`src/rtl/led_pattern_engine.sv`:
```
// Multi-channel LED pattern engine on the PLL clock. A shared tick prescaler
// paces pattern stepping and breathing; a shared free-running PWM counter sets
// brightness. Channels are configured at runtime through a valid/ready port.
module led_pattern_engine #(
  parameter int CHANNELS = 4,
  parameter int PAT_LEN  = 16,
  parameter int REP_W    = 4,
  parameter int PWM_W    = 8,
  parameter int PRE_W    = 24
) (
  input  logic                clk,
  input  logic                rst,
  input  logic [PRE_W-1:0]    prescale,
  input  logic                cfg_valid,
  output logic                cfg_ready,
  input  logic [3:0]          cfg_chan,
  input  logic [1:0]          cfg_mode,
  input  logic [PAT_LEN-1:0]  cfg_pattern,
  input  logic [REP_W-1:0]    cfg_repeat,
  input  logic [PWM_W-1:0]    cfg_duty,
  output logic [CHANNELS-1:0] led,
  output logic [CHANNELS-1:0] done
);

  localparam int IDX_W = $clog2(PAT_LEN);
  localparam logic [IDX_W-1:0] IDX_LAST = IDX_W'(PAT_LEN - 1);

  localparam logic [1:0] MODE_OFF     = 2'd0;
  localparam logic [1:0] MODE_STATIC  = 2'd1;
  localparam logic [1:0] MODE_PATTERN = 2'd2;
  localparam logic [1:0] MODE_BREATHE = 2'd3;

  // Per-channel state; mode is the channel FSM state, the rest is its datapath.
  // rep_left == 0 means the pattern loops forever.
  typedef struct packed {
    logic [1:0]         mode;
    logic [PAT_LEN-1:0] pattern;
    logic [PWM_W-1:0]   duty;
    logic [REP_W-1:0]   rep_left;
    logic [IDX_W-1:0]   idx;
    logic [PWM_W-1:0]   level;
    logic               down;
  } chan_t;

  chan_t               ch_q [CHANNELS];
  chan_t               ch_d [CHANNELS];
  logic [CHANNELS-1:0] led_d;
  logic [CHANNELS-1:0] done_d;

  logic [PRE_W-1:0]    pre_cnt;
  logic [PWM_W-1:0]    pwm;
  logic                tick;
  logic                cfg_fire;

  // Handshake: a config write transfers on a clk edge where cfg_valid and
  // cfg_ready are both high; cfg_ready is high whenever not in reset, and the
  // sender holds all cfg_* fields stable while cfg_valid is high.
  assign cfg_fire = cfg_valid && cfg_ready;

  // >= rather than == so lowering prescale never forces a full-range wrap.
  assign tick = (pre_cnt >= prescale);

  // Tick prescaler, PWM counter and config-ready flag.
  always_ff @(posedge clk) begin
    if (rst) begin
      pre_cnt   <= '0;
      pwm       <= '0;
      cfg_ready <= 1'b0;
    end else begin
      pre_cnt   <= tick ? '0 : pre_cnt + 1'b1;
      pwm       <= pwm + 1'b1;
      cfg_ready <= 1'b1;
    end
  end

  // State register: channel state plus registered LED and done outputs.
  always_ff @(posedge clk) begin
    if (rst) begin
      for (int c = 0; c < CHANNELS; c++) ch_q[c] <= '0;
      led  <= '0;
      done <= '0;
    end else begin
      ch_q <= ch_d;
      led  <= led_d;
      done <= done_d;
    end
  end

  // Next-state: a config write for a channel overrides any tick on that edge.
  always_comb begin
    ch_d   = ch_q;
    done_d = '0;
    for (int c = 0; c < CHANNELS; c++) begin
      if (cfg_fire && (cfg_chan == 4'(c))) begin
        ch_d[c].mode     = cfg_mode;
        ch_d[c].pattern  = cfg_pattern;
        ch_d[c].duty     = cfg_duty;
        ch_d[c].rep_left = cfg_repeat;
        ch_d[c].idx      = '0;
        ch_d[c].level    = '0;
        ch_d[c].down     = 1'b0;
      end else if (tick) begin
        case (ch_q[c].mode)
          MODE_PATTERN: begin
            if (ch_q[c].idx != IDX_LAST) begin
              ch_d[c].idx = ch_q[c].idx + 1'b1;
            end else begin
              ch_d[c].idx = '0;
              if (ch_q[c].rep_left == REP_W'(1)) begin
                done_d[c]    = 1'b1;
                ch_d[c].mode = MODE_OFF;
              end else if (ch_q[c].rep_left != '0) begin
                ch_d[c].rep_left = ch_q[c].rep_left - 1'b1;
              end
            end
          end
          MODE_BREATHE: begin
            if (ch_q[c].duty == '0) begin
              ch_d[c].level = '0;
              ch_d[c].down  = 1'b0;
            end else if (!ch_q[c].down) begin
              // Clamp at the peak so level never passes duty.
              if (ch_q[c].level >= ch_q[c].duty - 1'b1) begin
                ch_d[c].level = ch_q[c].duty;
                ch_d[c].down  = 1'b1;
              end else begin
                ch_d[c].level = ch_q[c].level + 1'b1;
              end
            end else begin
              if (ch_q[c].level <= PWM_W'(1)) begin
                ch_d[c].level = '0;
                ch_d[c].down  = 1'b0;
              end else begin
                ch_d[c].level = ch_q[c].level - 1'b1;
              end
            end
          end
          default: ;
        endcase
      end
    end
  end

  // Output decode: LED drive for the next cycle from the current channel state.
  always_comb begin
    led_d = '0;
    for (int c = 0; c < CHANNELS; c++) begin
      case (ch_q[c].mode)
        MODE_STATIC:  led_d[c] = (pwm < ch_q[c].duty);
        MODE_PATTERN: led_d[c] = ch_q[c].pattern[ch_q[c].idx] && (pwm < ch_q[c].duty);
        MODE_BREATHE: led_d[c] = (pwm < ch_q[c].level);
        default:      led_d[c] = 1'b0;
      endcase
    end
  end

endmodule

```
`config.mk`:
```
export PLATFORM = sky130hd
export DESIGN_NAME = led_pattern_engine
export DESIGN_NICKNAME = d
export VERILOG_FILES = /design/src/rtl/led_pattern_engine.sv
export SDC_FILE = /design/constraint.sdc
export NUM_CORES = 1
export LEC_CHECK = 0
export CAP_MARGIN = 20
export CORE_MARGIN = 5
export CORE_UTILIZATION = 40
export CTS_CLUSTER_DIAMETER = 200
export DETAILED_ROUTE_END_ITERATION = 7
export GPL_TIMING_DRIVEN = 0
export SLEW_MARGIN = 20
export SYNTH_ARGS = -nofsm -noshare
export SYNTH_HDL_FRONTEND = slang
export SYNTH_SLANG_ARGS = --single-unit
```
`constraint.sdc`:
```
create_clock -name clk -period 6.8 [get_ports clk]
set_clock_uncertainty 0.15 [all_clocks]
set_input_delay 1.02 -clock clk [delete_from_list [all_inputs] [get_ports clk]]
set_output_delay 1.02 -clock clk [all_outputs]
set_load 0.005 [all_outputs]
```
# --- Word level (Yosys, flattened, before mapping) ---
# Cells that the tools add are included.
word_totals:
  romBits: 0
  mem_bits_rw: 0
  regBits: 213
  input_bits: 61
  mem_count: 0
  latch_bits: 0
  out_inout_bits: 9
classes:
  n_bitwise: 5
  div: 0
  shifts: 0
  n_mul: 0
  eq_ne: 31
  muxes: 93
  n_addsub: 22
  order_cmp: 21
  reduce_logical: 59
ops:
  columns: ["cell", "count"]
  rows:
  - ["17-bit two-way mux", 8]
  - ["9-bit two-way mux", 12]
  - ["8-bit two-way mux", 12]
  - ["8-bit < comparator", 8]
  - ["4-bit two-way mux", 16]
  - ["8-bit by 1-bit subtractor with 8-bit output, second input constant", 8]
  - ["8-bit by 1-bit adder with 8-bit output, second input constant", 5]
  - ["2-bit two-way mux", 20]
  - ["8-bit greater-or-equal comparator", 4]
  - ["8-bit by 1-bit less-or-equal comparator with 1-bit output, second input constant", 4]
  - ["8-bit logical NOT", 4]
  - ["2-bit nonzero test", 16]
  - ["24-bit by 1-bit adder with 24-bit output, second input constant", 1]
  - ["24-bit greater-or-equal comparator", 1]
  - ["4-bit by 1-bit equality test with 1-bit output, second input constant", 5]
  - ["4-bit by 5-bit < comparator with 1-bit output, second input constant", 4]
  - ["5-bit AND reduction", 4]
  - ["5-bit OR reduction", 4]
  - ["1-bit two-way mux", 17]
  - ["4-bit by 1-bit adder with 4-bit output, second input constant", 4]
  - ["1-bit binary-select mux with 4-bit select", 4]
  - ["2-bit equality test, second input constant", 8]
  - ["2-bit != test, second input constant", 8]
  - ["4-bit != test, second input constant", 4]
  - ["11 further kinds", 50]

# --- Logic depth before layout (Yosys ltp) ---
# Gate-level depths: netlist of the first run.
logic_depth:
  word_depth: 8
  mapped_depth: 14
  depth_no_buf: 13

# --- Worst setup path after synthesis of the first run ---
# OpenSTA, ideal clock, no wires.
synth_timing:
  path_kind: "input to register"
  start: "input prescale[9]"
  end: "register ch_q[44] in the netlist's numbering"
  t_arrival_ns: 3.009
  path_buffers: 2
  cell_stages: 11
  setup_slack_ns: 3.524
  path_cell_list: "inv_1 ha_1 a21oi_1 o21a_1 a2111oi_4 o21ai_1 a21o_1 buf_2 and2_1 clkbuf_1 a22o_1"
synth_via:
  elab_chain_len: 2
synth_rtl:
  columns: ["item", "line_no", "text"]
  rows:
  - ["start: declaration", "13", "input logic [PRE_W-1:0] prescale,"]
  - ["24-bit greater-or-equal comparator", "61", "assign tick = (pre_cnt >= prescale);"]
  - ["2-bit AND reduction (no line)", null, null]
  - ["end signal: assignment", "83", "ch_q <= ch_d;"]
  - ["end: declaration", "45", "chan_t ch_q [CHANNELS];"]
# Every way passes these cells.
# A chain may end at the register's enable or synchronous reset.

# --- Final worst setup path of the first run ---
layout_timing:
  start: "input prescale[23]"
  end: "register pre_cnt[19]"
layout_via:
  elab_chain_len: 2
layout_rtl:
  columns: ["item", "line_no", "text"]
  rows:
  - ["24-bit greater-or-equal comparator", "61", null]
  - ["2-bit OR reduction (no line)", null, null]
  - ["end signal: assignment", "70", "pre_cnt <= tick ? '0 : pre_cnt + 1'b1;"]
  - ["end: declaration", "50", "logic [PRE_W-1:0] pre_cnt;"]
# Every way passes these cells.

==> results_dict.tcl, run 1 <==
set metrics [dict create \
    outcome "finished clean" \
    rsz0062_at_grt "false" \
    nFillCells 3305 \
    dieArea_um2 37500 \
    cts_buffers 26 \
    critPathRequiredTime_ns 7.04 \
    avgSynthCellArea_um2 7.99 \
    grtUsageMet1 0.290 \
    grt_max_degree 13 \
    post_cts_resized 0 \
    antenna_found_initial 0 \
    clkLatencyLatePin_ns 0.53 \
    die_y_um 194 \
    gp_congestion 0.897 \
    clock-sinks 213 \
    nNetsFinal 1992 \
    grt_pass1_vias 12000 \
    period_share 0.590 \
    critPathLaunchType "primary input" \
    yosysTopAreaCell "dfxtp_1" \
    synth_top_area_frac 0.316 \
    diodes 0 \
    netlist_area_um2 13500 \
    slew-limit-headroom 0.423 \
    p_leak_nw 6.13 \
    cts_tree "built" \
    vias 12500 \
    crit_type "in -> reg" \
    total_power_mw 2.97 \
    final-hold-violation-count 0 \
    cts_post_setup_buffers_inserted 0 \
    drtPass1Iterations 7 \
    clkTransAtPathRegs_ns 0.06 \
    p_per_area_nw_per_um2 190 \
    dp_worst_setup_slack_ns 2.24 \
    use_met3 0.0269 \
    drive_gt1_frac 0.0455 \
    syn_inst 1690 \
    syn_nets 1898 \
    top_usage_layer "met2" \
    fin_ws_ns 2.79 \
    synth_flop_cell "dfxtp_1" \
    rows 67 \
    wl_per_cell_um 18.1 \
    overflow 0 \
    postPlaceCellArea_um2 14700 \
    fp.dieW_um 194 \
    endpoint_kind "flop" \
    finalSetupViolations 0 \
    core_area_um2 33400 \
    maxClockFrequency_mhz 249 \
    yosys_warnings 0 \
    initial_core_util 0.404 \
    min_period_ns 4.01 \
    gr-usage-met2 0.343 \
    ios 70 \
    syn2layout_area_growth_pct 16.0 \
    tns_ns 0 \
    ys_seq_elements 213 \
    drv_slew 0 \
    ant_nets 0 \
    seq_area_frac_synth 0.316 \
    arrival_ns 4.25 \
    hp-class "reg -> reg" \
    drt_wl_total_mm 40.8 \
    grt_pass1_wl_mm 65.3 \
    grt_util_all_layers 0.209 \
    synth_area_leaders "dfxtp_1 32%, ha_1 14%, nand2_1 8.0%" \
    htreeDepth 1 \
    vias_per_cell 5.57 \
    utilization 0.468 \
    root_buffer "clkbuf_16" \
    remaining_drc_errors 0 \
    place.port_buffers 66 \
    design_area_um2 15700 \
    worst_pin_slew_ns 0.866 \
    synth_edf_count 0 \
    crit_fanout 10 \
    cts_buffer_depth 3 \
    yosys.cell_types.count 74 \
    ir_drop_uv 172 \
    dp_hpwl_mm 31.2 \
    async_reset_ff_frac 0 \
    drtIter0Drc 810 \
    maxCapViolCount 0 \
    postCtsHoldBufs 0 \
]
-- power breakdown --
part           leakage (nW)  switching (mW)  internal [mW]
clock network         0.458           0.561          0.951
registers              1.72          0.0128           1.26
logic                  3.95           0.109         0.0792
-- kinds of logic (layout without fill, tap and decap cells) --
family | Yosys count | count (layout) | synth area share
muxes | 29 | 29 | 0.0401
DFF | 213 | 213 | 0.316
AOI/OAI and AO/OA | 423 | 423 | 0.203
and+or+nand+nor | 612 | 612 | 0.204
xor gates and xnor gates | 72 | 72 | 0.0467
buffers and inverters | 194 | 307 | 0.0544
adders and majority gates | 147 | 147 | 0.136
-- per-stage QoR --
stage,std cells,hold WS [ns]
after floorplan,1690,0.283
after global placement,2204,0.288
after detailed placement,2204,0.296
after CTS,2251,0.303
after global routing,2251,0.320
final,2251,0.304
-- cells in the mapped netlist (5+ instances only) --
| master | instances |
|---|---|
| o22ai_1 | 8 |
| or4_1 | 9 |
| clkbuf_1 | 65 |
| and3_1 | 23 |
| a211o_1 | 9 |
| a31oi_1 | 8 |
| nor4_1 | 10 |
| o41ai_1 | 5 |
| o211ai_1 | 11 |
| a21oi_1 | 174 |
| o21ai_0 | 67 |
| o2111ai_1 | 6 |
| nor2b_1 | 10 |
| a311oi_1 | 13 |
| buf_2 | 5 |
| o311ai_0 | 5 |
| nand4_1 | 14 |
| buf_1 | 8 |
| a22o_1 | 14 |
| and2_1 | 9 |
| nor2_1 | 113 |
| mux4_2 | 20 |
| nand2_1 | 286 |
| xor2_1 | 23 |
| nor3_1 | 33 |
| a21o_1 | 16 |
| mux2i_1 | 8 |
| a211oi_1 | 10 |
| inv_1 | 116 |
| dfxtp_1 | 213 |
| xnor2_1 | 49 |
| or2_2 | 5 |
| or3_1 | 13 |
| nand2b_1 | 11 |
| ha_1 | 147 |
| o31ai_1 | 7 |
| o21a_1 | 12 |
| and4_1 | 5 |
| nand3_1 | 61 |
-- layer usage --
metal  part of all wire  up-vias
met3              0.054       62
met4              0.023        0
met2               0.46      342
li1                   -     6185
met1               0.46     5956
met5                  0        -
-- registers in the layout, summed over array words and instances, names as in the netlist --
name / cells
ch_q: 172
pre_cnt: 24
pwm: 8
done: 4
led: 4
cfg_ready: 1
-- worst max-delay path, stage by stage --
cell and delay (ns):
clkdlybuf4s50_1 0.46, inv_1 0.04, ha_1 0.29, nand4_1 0.21
nor2_1 0.16, a2bb2oi_1 0.10, nand2_1 0.44, clkbuf_1 0.55
nor2_1 0.23, nand2_1 0.21, clkbuf_1 0.42, nor2_1 0.10
-- worst paths after layout --
path,startpoint,to,slack (ns),cells after the start
max reg2reg,ch_q[19],ch_q[7],3.28,12
min,ch_q[28],ch_q[28],0.30,2
max,prescale[23],pre_cnt[19],2.79,12
min reg2reg,ch_q[28],ch_q[28],0.30,2
-- layout make-up --
| class | instances | area [um2] | share of cell area |
|---|---|---|---|
| multi-input combinational | 1283 | 8500 | 0.543 |
| clock inverter | 8 | 146 | 0.00935 |
| tap | 448 | 561 | 0.0358 |
| timing repair buffer | 66 | 661 | 0.0422 |
| buffer | 78 | 299 | 0.0191 |
| sequential | 213 | 4260 | 0.272 |
| inverter | 116 | 435 | 0.0278 |
| clock buffer | 39 | 791 | 0.0505 |
-- placed cells by master, fill, tap and decap left out, types with 9 or more instances in the layout --
master	count
nand2_1	286
dfxtp_1	213
a21oi_1	174
ha_1	147
inv_1	116
nor2_1	113
clkbuf_1	70
o21ai_0	67
clkdlybuf4s50_1	66
nand3_1	61
xnor2_1	49
nor3_1	33
clkbuf_16	27
and3_1	23
xor2_1	23
mux4_2	20
a21o_1	16
nand4_1	14
a22o_1	14
or3_1	13
a311oi_1	13
o21a_1	12
nand2b_1	11
o211ai_1	11
nor4_1	10
a211oi_1	10
nor2b_1	10
and2_1	9
or4_1	9
a211o_1	9
(Power assumes the default switching activity.)
==> inputs of run 2 (changes only) <==
==> constraint.sdc (replaced) <==
create_clock -name clk -period 4 [get_ports clk]
set_clock_uncertainty 0.15 [all_clocks]
set_input_delay 0.6 -clock clk [delete_from_list [all_inputs] [get_ports clk]]
set_output_delay 0.6 -clock clk [all_outputs]
set_load 0.005 [all_outputs]
==> results of run 2 <==
Same layout as run 1 (identical final DEF). Status: finished clean.
Among the figures that moved: setup slack after placement 2.24 ns -> -0.143 ns; setup slack after layout 2.79 ns -> 0.410 ns; register-to-register setup slack 3.28 ns -> 0.48 ns; total power 2.97 mW -> 5.05 mW; worst IR drop on VDD 172 uV -> 293 uV
